### src/rtl/oled_spi_tx.sv
// oled_spi_tx: buffered MSB-first SPI transmitter for the SSD1331 (PmodOLEDrgb) controller.
// Define OLED_SPI_TX_WORD_COUNT_EN to add the word_count output (completed entries, wraps).
module oled_spi_tx #(
  parameter int CLK_DIV = 4,
  parameter int DEPTH   = 8,
  parameter int WORD_W  = 16,
  parameter int CS_IDLE = 2
) (
  input  logic                   clk,
  input  logic                   rst,
  input  logic                   in_valid,
  output logic                   in_ready,
  input  logic [WORD_W-1:0]      in_data,
  input  logic                   in_dc,
  input  logic                   in_wide,
  output logic                   cs,
  output logic                   sclk,
  output logic                   sdin,
  output logic                   dc,
  output logic                   busy,
  output logic [$clog2(DEPTH):0] fifo_level
`ifdef OLED_SPI_TX_WORD_COUNT_EN
  ,
  output logic [15:0]            word_count
`endif
);

  localparam int AW = $clog2(DEPTH);
  localparam int LW = AW + 1;
  localparam int EW = WORD_W + 2;
  localparam int DW = (CLK_DIV > 1) ? $clog2(CLK_DIV) : 1;
  localparam int GW = (CS_IDLE > 1) ? $clog2(CS_IDLE) : 1;
  localparam logic [LW-1:0] FULL     = LW'(DEPTH);
  localparam logic [DW-1:0] DIV_LAST = DW'(CLK_DIV - 1);
  localparam logic [GW-1:0] GAP_LAST = GW'(CS_IDLE - 1);

  typedef enum logic [1:0] {
    IDLE  = 2'd0,
    SHIFT = 2'd1,
    GAP   = 2'd2
  } state_t;

  state_t state;
  state_t state_next;

  logic [EW-1:0]     mem [DEPTH];
  logic [AW-1:0]     wr_ptr;
  logic [AW-1:0]     rd_ptr;
  logic [LW-1:0]     level_next;
  logic              push;
  logic              pop;
  logic              fifo_empty;
  logic [EW-1:0]     head;
  logic              head_dc;
  logic              head_wide;
  logic [WORD_W-1:0] head_data;
  logic [WORD_W-1:0] load_word;

  logic [WORD_W-1:0] shreg;
  logic [WORD_W-1:0] shreg_next;
  logic [DW-1:0]     div_cnt;
  logic [DW-1:0]     div_next;
  logic              phase;
  logic              phase_next;
  logic [3:0]        bits_left;
  logic [3:0]        bits_next;
  logic [GW-1:0]     gap_cnt;
  logic [GW-1:0]     gap_next;
  logic              cur_dc;
  logic              cur_dc_next;

  // Narrow entries are left-justified so the shifter always emits from the MSB.
  function automatic logic [WORD_W-1:0] align_word(input logic [WORD_W-1:0] d, input logic w);
    if (WORD_W == 16 && w) begin
      return d;
    end else begin
      return WORD_W'(d[7:0]) << (WORD_W - 8);
    end
  endfunction

  function automatic logic [3:0] last_bit_idx(input logic w);
    if (WORD_W == 16 && w) begin
      return 4'd15;
    end else begin
      return 4'd7;
    end
  endfunction

  assign push       = in_valid && in_ready;
  assign fifo_empty = (fifo_level == {LW{1'b0}});
  assign head       = mem[rd_ptr];
  assign head_dc    = head[EW-1];
  assign head_wide  = head[EW-2];
  assign head_data  = head[WORD_W-1:0];
  assign load_word  = align_word(head_data, head_wide);

  // FIFO storage write port
  always_ff @(posedge clk) begin
    if (push) begin
      mem[wr_ptr] <= {in_dc, in_wide, in_data};
    end
  end

  // FIFO occupancy bookkeeping
  always_comb begin
    level_next = fifo_level;
    case ({push, pop})
      2'b10:   level_next = fifo_level + LW'(1);
      2'b01:   level_next = fifo_level - LW'(1);
      default: level_next = fifo_level;
    endcase
  end

  // FIFO pointers, occupancy and ready flag
  always_ff @(posedge clk) begin
    if (rst) begin
      wr_ptr     <= {AW{1'b0}};
      rd_ptr     <= {AW{1'b0}};
      fifo_level <= {LW{1'b0}};
      in_ready   <= 1'b1;
    end else begin
      fifo_level <= level_next;
      in_ready   <= (level_next != FULL);
      if (push) begin
        wr_ptr <= wr_ptr + AW'(1);
      end
      if (pop) begin
        rd_ptr <= rd_ptr + AW'(1);
      end
    end
  end

  // State register
  always_ff @(posedge clk) begin
    if (rst) begin
      state <= IDLE;
    end else begin
      state <= state_next;
    end
  end

  // Next-state and shifter control; a pop always (re)starts SHIFT with a fresh entry
  always_comb begin
    state_next  = state;
    pop         = 1'b0;
    shreg_next  = shreg;
    div_next    = div_cnt;
    phase_next  = phase;
    bits_next   = bits_left;
    gap_next    = gap_cnt;
    cur_dc_next = cur_dc;
    case (state)
      IDLE: begin
        if (!fifo_empty) begin
          pop = 1'b1;
        end else begin
          state_next = IDLE;
        end
      end
      SHIFT: begin
        if (div_cnt != DIV_LAST) begin
          div_next = div_cnt + DW'(1);
        end else if (!phase) begin
          div_next   = {DW{1'b0}};
          phase_next = 1'b1;
        end else if (bits_left != 4'd0) begin
          div_next   = {DW{1'b0}};
          phase_next = 1'b0;
          shreg_next = shreg << 1;
          bits_next  = bits_left - 4'd1;
        end else if (!fifo_empty && head_dc == cur_dc) begin
          pop = 1'b1;
        end else begin
          state_next = GAP;
          gap_next   = {GW{1'b0}};
        end
      end
      GAP: begin
        if (gap_cnt != GAP_LAST) begin
          gap_next = gap_cnt + GW'(1);
        end else if (!fifo_empty) begin
          pop = 1'b1;
        end else begin
          state_next = IDLE;
        end
      end
      default: state_next = IDLE;
    endcase
    if (pop) begin
      state_next  = SHIFT;
      shreg_next  = load_word;
      div_next    = {DW{1'b0}};
      phase_next  = 1'b0;
      bits_next   = last_bit_idx(head_wide);
      cur_dc_next = head_dc;
    end else begin
      cur_dc_next = cur_dc;
    end
  end

  // Shifter datapath registers
  always_ff @(posedge clk) begin
    if (rst) begin
      shreg     <= {WORD_W{1'b0}};
      div_cnt   <= {DW{1'b0}};
      phase     <= 1'b0;
      bits_left <= 4'd0;
      gap_cnt   <= {GW{1'b0}};
      cur_dc    <= 1'b0;
    end else begin
      shreg     <= shreg_next;
      div_cnt   <= div_next;
      phase     <= phase_next;
      bits_left <= bits_next;
      gap_cnt   <= gap_next;
      cur_dc    <= cur_dc_next;
    end
  end

  // Pin registers: decoded from the shifter one cycle behind, so every pin is a flop
  always_ff @(posedge clk) begin
    if (rst) begin
      cs   <= 1'b1;
      sclk <= 1'b0;
      sdin <= 1'b0;
      dc   <= 1'b0;
      busy <= 1'b0;
    end else begin
      cs   <= (state != SHIFT);
      sclk <= (state == SHIFT) && phase;
      sdin <= (state == SHIFT) && shreg[WORD_W-1];
      dc   <= cur_dc;
      busy <= (level_next != {LW{1'b0}}) || (state_next != IDLE);
    end
  end

`ifdef OLED_SPI_TX_WORD_COUNT_EN
  logic entry_done;

  assign entry_done = (state == SHIFT) && phase && (div_cnt == DIV_LAST) && (bits_left == 4'd0);

  // Completed-entry counter; reset-aborted entries never reach entry_done
  always_ff @(posedge clk) begin
    if (rst) begin
      word_count <= 16'd0;
    end else if (entry_done) begin
      word_count <= word_count + 16'd1;
    end else begin
      word_count <= word_count;
    end
  end
`endif

endmodule

### config.mk
export PLATFORM = sky130hd
export DESIGN_NAME = oled_spi_tx
export DESIGN_NICKNAME = d
export VERILOG_FILES = /design/src/rtl/oled_spi_tx.sv
export SDC_FILE = /design/constraint.sdc
export NUM_CORES = 1
export LEC_CHECK = 0
export ABC_CLOCK_PERIOD_IN_PS = 9500
export CORE_ASPECT_RATIO = 2
export CORE_MARGIN = 2
export CORE_UTILIZATION = 50
export DETAILED_ROUTE_END_ITERATION = 16
export PLACE_DENSITY = 0.68
export SYNTH_ARGS = -nofsm -noshare
export SYNTH_HDL_FRONTEND = slang
export SYNTH_SLANG_ARGS = --single-unit
export TNS_END_PERCENT = 1
### constraint.sdc
create_clock -name clk -period 9.5 [get_ports clk]
set_input_delay 1.425 -clock clk [delete_from_list [all_inputs] [get_ports clk]]
set_output_delay 1.425 -clock clk [all_outputs]
set_load 0.03 [all_outputs]
==> summary.txt <==
Yosys
  • Seq cells post-synth: 190
  • Post-synth top flop: edfxtp_1
  • Post-synthesis compound-gate area fraction: 0.0570
  • XOR/XNOR share of the synthesized area: 0.00794
  • Largest family of logic cells by synthesized area: multiplexers
  • Multiplexer share of the synthesized area: 0.158
  • Post-synthesis simple-gate area fraction: 0.0650
  • Area contributors post-synth: edfxtp_1 (56%), dfxtp_1 (12%), mux4_2 (10%), mux2i_1 (3.2%), a21oi_1 (1.4%)
  • Syn Area/Cell: 16.3 µm²
  • Synth area leader: edfxtp_1
  • Synthesized cell area: 0.00772 mm²
  • Most frequent cells after synthesis: edfxtp_1 (144), dfxtp_1 (46), mux4_2 (36)
  • Sequential area share after synthesis: 0.679
  • Synth cell types: 45
  • Most common cell in the netlist: edfxtp_1
  • Area share of fa/ha/maj cells after synthesis: 0.0130
  • Share of the synthesized area in the top cell type: 0.560
  • Syn_nets: 504
  • Syn Inst Count: 475
  • Syn. warnings: 0
  • Number of synthesized flops with an enable pin: 144
  • FFs w/ async S/R, synth: 0

Timing
  • Max Freq: 0.241 GHz
  • Fin Setup TNS: 0 ps
  • # setup viols final: 0
  • Clk_skew: 9.45 ps
  • Final Max Slew Viols: 0
  • Max-slew headroom: 0.343
  • RSZ-0062 raised after global routing: no
  • Tcrit/Tclk final: 0.437
  • Worst-Margin Slew: 958 ps
  • Tmin final: 4150 ps
  • Final hold violation count: 0

Floorplan
  • Die area: 0.0165 mm²
  • Core Area: 0.0152 mm²
  • Die Ht: 180 µm
  • Rows: 64
  • Die Width: 91.9 µm
  • Initial Utilization: 0.508
  • I/O pins: 31

Drt
  • DR DRC count: 0
  • Routed WL: 14600 µm
  • Vias per inst: 5.66
  • Post-route ant nets: 0
  • DR WL/cell: 20.2 µm
  • DR vias: 4089
  • Initial DRC Count: 228
  • Drt pass-1 iters: 4

Layout
  • Layout area overhead: 15.4%
  • Fraction of layout cells with a size suffix above 1: 0.208
  • Diode count: 0
  • Filler cells: 1165
  • Nets@finish: 540

Clocking
  • Htree depth: 4
  • CTS tree: built
  • Clock sinks: 190
  • Post-CTS Setup Repair Bufs: 0
  • Clock buffer depth: 2
  • Worst-Skew Late Latency: 430 ps
  • Cts repair resizes: 0
  • Worst-path clk slew: 70 ps
  • CTS Buf Count: 17
  • Cts hold-fix bufs: 0
  • CTS Root Buffer Type: clkbuf_16

Placement
  • HPWL Detailed: 9300 µm
  • Port bufs: 30
  • Gp weighted congestion: 0.788

Pwr
  • Post-layout total power: 2520 µW
  • Maximum VDD drop: 0.000198 V
  • Power per cell area: 282 mW/mm²
  • Leak pwr: 0.00305 µW

Global routing
  • First-pass GRT wire length: 23600 µm
  • All-layer global routing usage: 0.191
  • Antenna violations before repair: 0
  • GRT Residual Overflow: 0
  • Vias in the first global route: 4344
  • Largest net degree at the start of global routing: 41

Status
  • Status: completed

Critical path
  • Worst-path maximum fanout: 25
  • Worst setup EP type: flop
  • Crit path DAT: 4430 ps
  • Startpoint Class: flop
  • CP required: 9780 ps
  • Setup Crit Path Kind: flop to flop
  • R2R Setup Slk: 5350 ps

Job
  • Max cap viols: 0

Hold path
  • Hold Crit Class: flop to flop
-- logic make-up (layout without fill, tap and decap cells) --
family | after synthesis | in the layout
AO/OA/AOI/OAI | 63 | 63
XOR/XNOR | 7 | 7
adder cells (fa/ha/maj) | 8 | 8
buffers and inverters | 36 | 85
flip-flops | 190 | 190
multiplexers | 74 | 74
AND/OR/NAND/NOR | 97 | 97
-- power breakdown --
part	internal, µW	total (µW)	switching, µW
combinational	343	754	411
clock	421	717	295
sequential	993	1050	54.6
total	1760	2520	761
-- registers in the layout (all words and copies together), names as in the netlist, named ones only --
| signal | flops |
|---|---|
| fifo_level | 4 |
| phase | 1 |
| mem | 144 |
| cs | 1 |
| busy | 1 |
| div_cnt | 2 |
| wr_ptr | 3 |
| shreg | 16 |
| in_ready | 1 |
| cur_dc | 1 |
| gap_cnt | 1 |
| bits_left | 4 |
| sclk | 1 |
| rd_ptr | 3 |
| dc | 1 |
| sdin | 1 |
| state | 2 |
-- cells in the final DEF (no fill, tap or decap), types with 3 or more instances in the layout --
cell,netlist,layout
xor2_1,5,5
nand2_1,23,23
nand3_1,4,4
o21ai_0,5,5
nor3_2,1,5
clkinv_2,0,3
inv_1,7,7
nor3_1,15,11
edfxtp_1,144,144
mux2i_1,25,24
a211oi_1,8,8
clkbuf_16,0,22
nand2b_1,7,7
mux2_4,4,4
clkdlybuf4s50_1,0,30
nor2_1,18,18
mux4_2,36,36
a21oi_1,22,22
nor2b_1,14,14
o211a_1,8,8
buf_4,0,14
and3_1,3,3
ha_1,8,8
dfxtp_1,46,45
mux2_2,9,9
o211ai_1,8,8
-- area by class of cell --
type | count | area [µm²] | share of cell area
flip-flops and latches | 190 | 5250 | 0.588
multi-input cells | 249 | 2360 | 0.264
clock buffers | 23 | 564 | 0.0633
repair buffers | 44 | 405 | 0.0455
well taps | 198 | 248 | 0.0278
clock inverters | 9 | 61.3 | 0.00688
inverters | 9 | 33.8 | 0.00379
-- path summary, 6_finish.rpt --
path,from,endpoint,depth (start not counted)
worst max-delay path,flop,busy$_SDFF_PP0_,14
worst min-delay path,shreg[15]$_SDFFE_PP0P_,sdin$_SDFF_PP0_,1
worst max register to register,flop,busy$_SDFF_PP0_,14
worst min register to register,shreg[15]$_SDFFE_PP0P_,sdin$_SDFF_PP0_,1
-- stage by stage --
step / area, µm² / instances / hold WS [ps] / util / worst slack [ps]
2_1_floorplan: 7720 / 475 / 452 / - / 5680
3_3_place_gp: 8290 / 690 / 480 / 0.545 / 5500
3_5_place_dp: 8290 / 690 / 482 / 0.545 / 5330
4_1_cts: 8910 / 722 / 492 / 0.586 / 5300
5_1_grt: 8910 / 722 / 508 / 0.586 / 5030
6_report: 8910 / 722 / 487 / 0.586 / 5350
-- layer usage --
layer  part of all wire  track usage
met4              0.019       0.0740
met1               0.38        0.207
met5                  0            0
met3              0.028       0.0440
met2               0.57        0.354
-- worst max-delay path: stages (launching register included) --
cell	delay, ps
dfxtp_1	300
buf_4	370
mux4_2	370
mux2_4	310
mux2_4	340
a21oi_4	430
inv_2	250
ha_1	310
xor2_1	190
ha_1	200
a21oi_1	160
xnor2_1	170
a21boi_0	150
nor4_1	290
a41oi_1	130
(Power assumes the default switching activity.)
==> variant: new RTL, config.mk and constraints unchanged <==
Set the parameter `DEPTH` to 4 (it was 8).
--- a/src/rtl/oled_spi_tx.sv
+++ b/src/rtl/oled_spi_tx.sv
@@ -4,3 +4,3 @@
   parameter int CLK_DIV = 4,
-  parameter int DEPTH   = 8,
+  parameter int DEPTH   = 4,
   parameter int WORD_W  = 16,
Ports: changed (resized fifo_level); port bits go from 31 to 30. No check against the original RTL was run, so the function may have changed too.
==> variant against the unedited design <==
Total power decreased by 24%. Critical path depth decreased by 2. Largest power group unchanged. Design area decreased by 37%. Utilization increased by 3.8 points. Wire length decreased by 41%. Non-clock buffer count decreased by 11. Largest cell class unchanged. Critical path type unchanged. Synthesized area decreased by 41%. Sequential cell count decreased by 76. Worst hold slack got worse by 49 ps. Setup slack improved by 520 ps.
==> variant: results (changes against the unedited design) <==
metric;value;unit;change
grt_pass1_wl;14.1;mm;-40%
wl_per_cell;18.3;um;-9.7%
clock_skew;8.25;ps;-1.20 ps
synth_edf_count;72;;-50%
worst-path-max-fanout;30;;+20%
syn_nets;350;;-31%
place_inst;439;;-36%
n_antenna_cell;0;;unchanged
seq_area_frac_synth;65.5;%;-2.4 points
yosys-top-cells-count;edfxtp_1 (72), dfxtp_1 (42), nor2_1 (22), nand2_1 (19);;
gp_congestion;0.876;;+11%
track_usage;19.0;%;-0.060 points
synth_area_leaders;edfxtp_1 (47%), dfxtp_1 (18%), mux4_2 (8.8%), a211oi_1 (2.9%), ha_1 (2.2%);;
power_switching;0.000577;W;-24%
powerComb;0.000538;W;-29%
place_ws;5860;ps;+534 ps
clk_latency;410;ps;-20 ps
cts_made_buffers;17;;unchanged
largest_reg_flops;72;;-50%
p_leak;1.90;nW;-38%
largest_registers;mem (72), shreg (16), bits_left (4);;
finalNonFillerCells;471;;-35%
path_clk_slew;50;ps;-20 ps
tightest_slew;1190;ps;+233 ps
grt_start_max_net_pins;40;;-2.4%
outcome;complete, no violations;;
peakVddDrop;0.000176;V;-11%
drive_gt1_share;15.2;%;-5.6 points
hold_path_class;reg2reg;;
drtPass1Iterations;5;;+1
grt_pass1_vias;2838;;-35%
syn_area_per_cell;14.3;um2;-12%
p_seq;0.000684;W;-35%
fin_nets;386;;-29%
vias;2666;;-35%
drtIter0Drc;125;;-45%
synth.distinct_cells;40;;-11%
port_buffers;29;;-3.3%
dpl.hpwl;5.74;mm;-38%
post_dp_cell_area;4940;um2;-40%
variant: cell types whose count changed after synthesis, sizes merged, moves of 7 or more:
cell,delta
clkbuf,-10
a311oi,+7
mux2,-13
o211a,-8
mux4,-18
edfxtp,-72
a211oi,+10
a21oi,-11
o211ai,-7
mux2i,-17
nor3,-9
variant: stage by stage:
| step | total power (W) | hold slack, ps |
|---|---|---|
| 5_1_grt | 0.00201 | 479 |
| 3_3_place_gp | 0.00122 | 432 |
| 4_1_cts | 0.00192 | 436 |
| 2_1_floorplan | 0.00110 | 416 |
| 6_report | 0.00190 | 438 |
| 3_5_place_dp | 0.00123 | 431 |
variant: layout make-up:
class	instances	area, um2
Tap cell	102	128
Timing Repair Buffer	33	320
Clock buffer	22	464
Multi-Input combinational cell	177	1440
Fill cell	680	3370
Clock inverter	10	180
Inverter	13	48.8
Sequential cell	114	3000
variant: logic make-up after synthesis:
logic type / count (synthesis) / synth area share (%)
compound gates: 49 / 7.48
xor+xnor: 6 / 1.31
fa+ha+maj: 9 / 2.62
buf+inv: 29 / 3.03
flops: 114 / 65.5
mux: 26 / 10.6
simple gates: 87 / 9.45
variant: worst paths after layout:
kind / from / end / slack, ps / cells past startpoint
worst min-delay path: shreg[15] / sdin / 440 / 2
worst min register to register: shreg[15] / sdin / 440 / 2
worst max register to register: flop / busy / 5870 / 12
worst max-delay path: flop / busy / 5870 / 12
variant: metal layers:
metal	routed length (um)	global-route usage, %
met1	3180	19.6
met2	5000	34.2
met3	226	5.07
met4	197	9.83
met5	0	0
variant: critical path: stages, from the launching register on:
cell and delay (ps):
dfxtp_1 310, buf_4 330, mux4_2 610, xnor2_2 180, a31oi_2 170, buf_4 320, inv_2 190, ha_1 430
or3b_2 460, o21ai_0 110, nand3_1 100, a211oi_1 220, o21bai_1 80
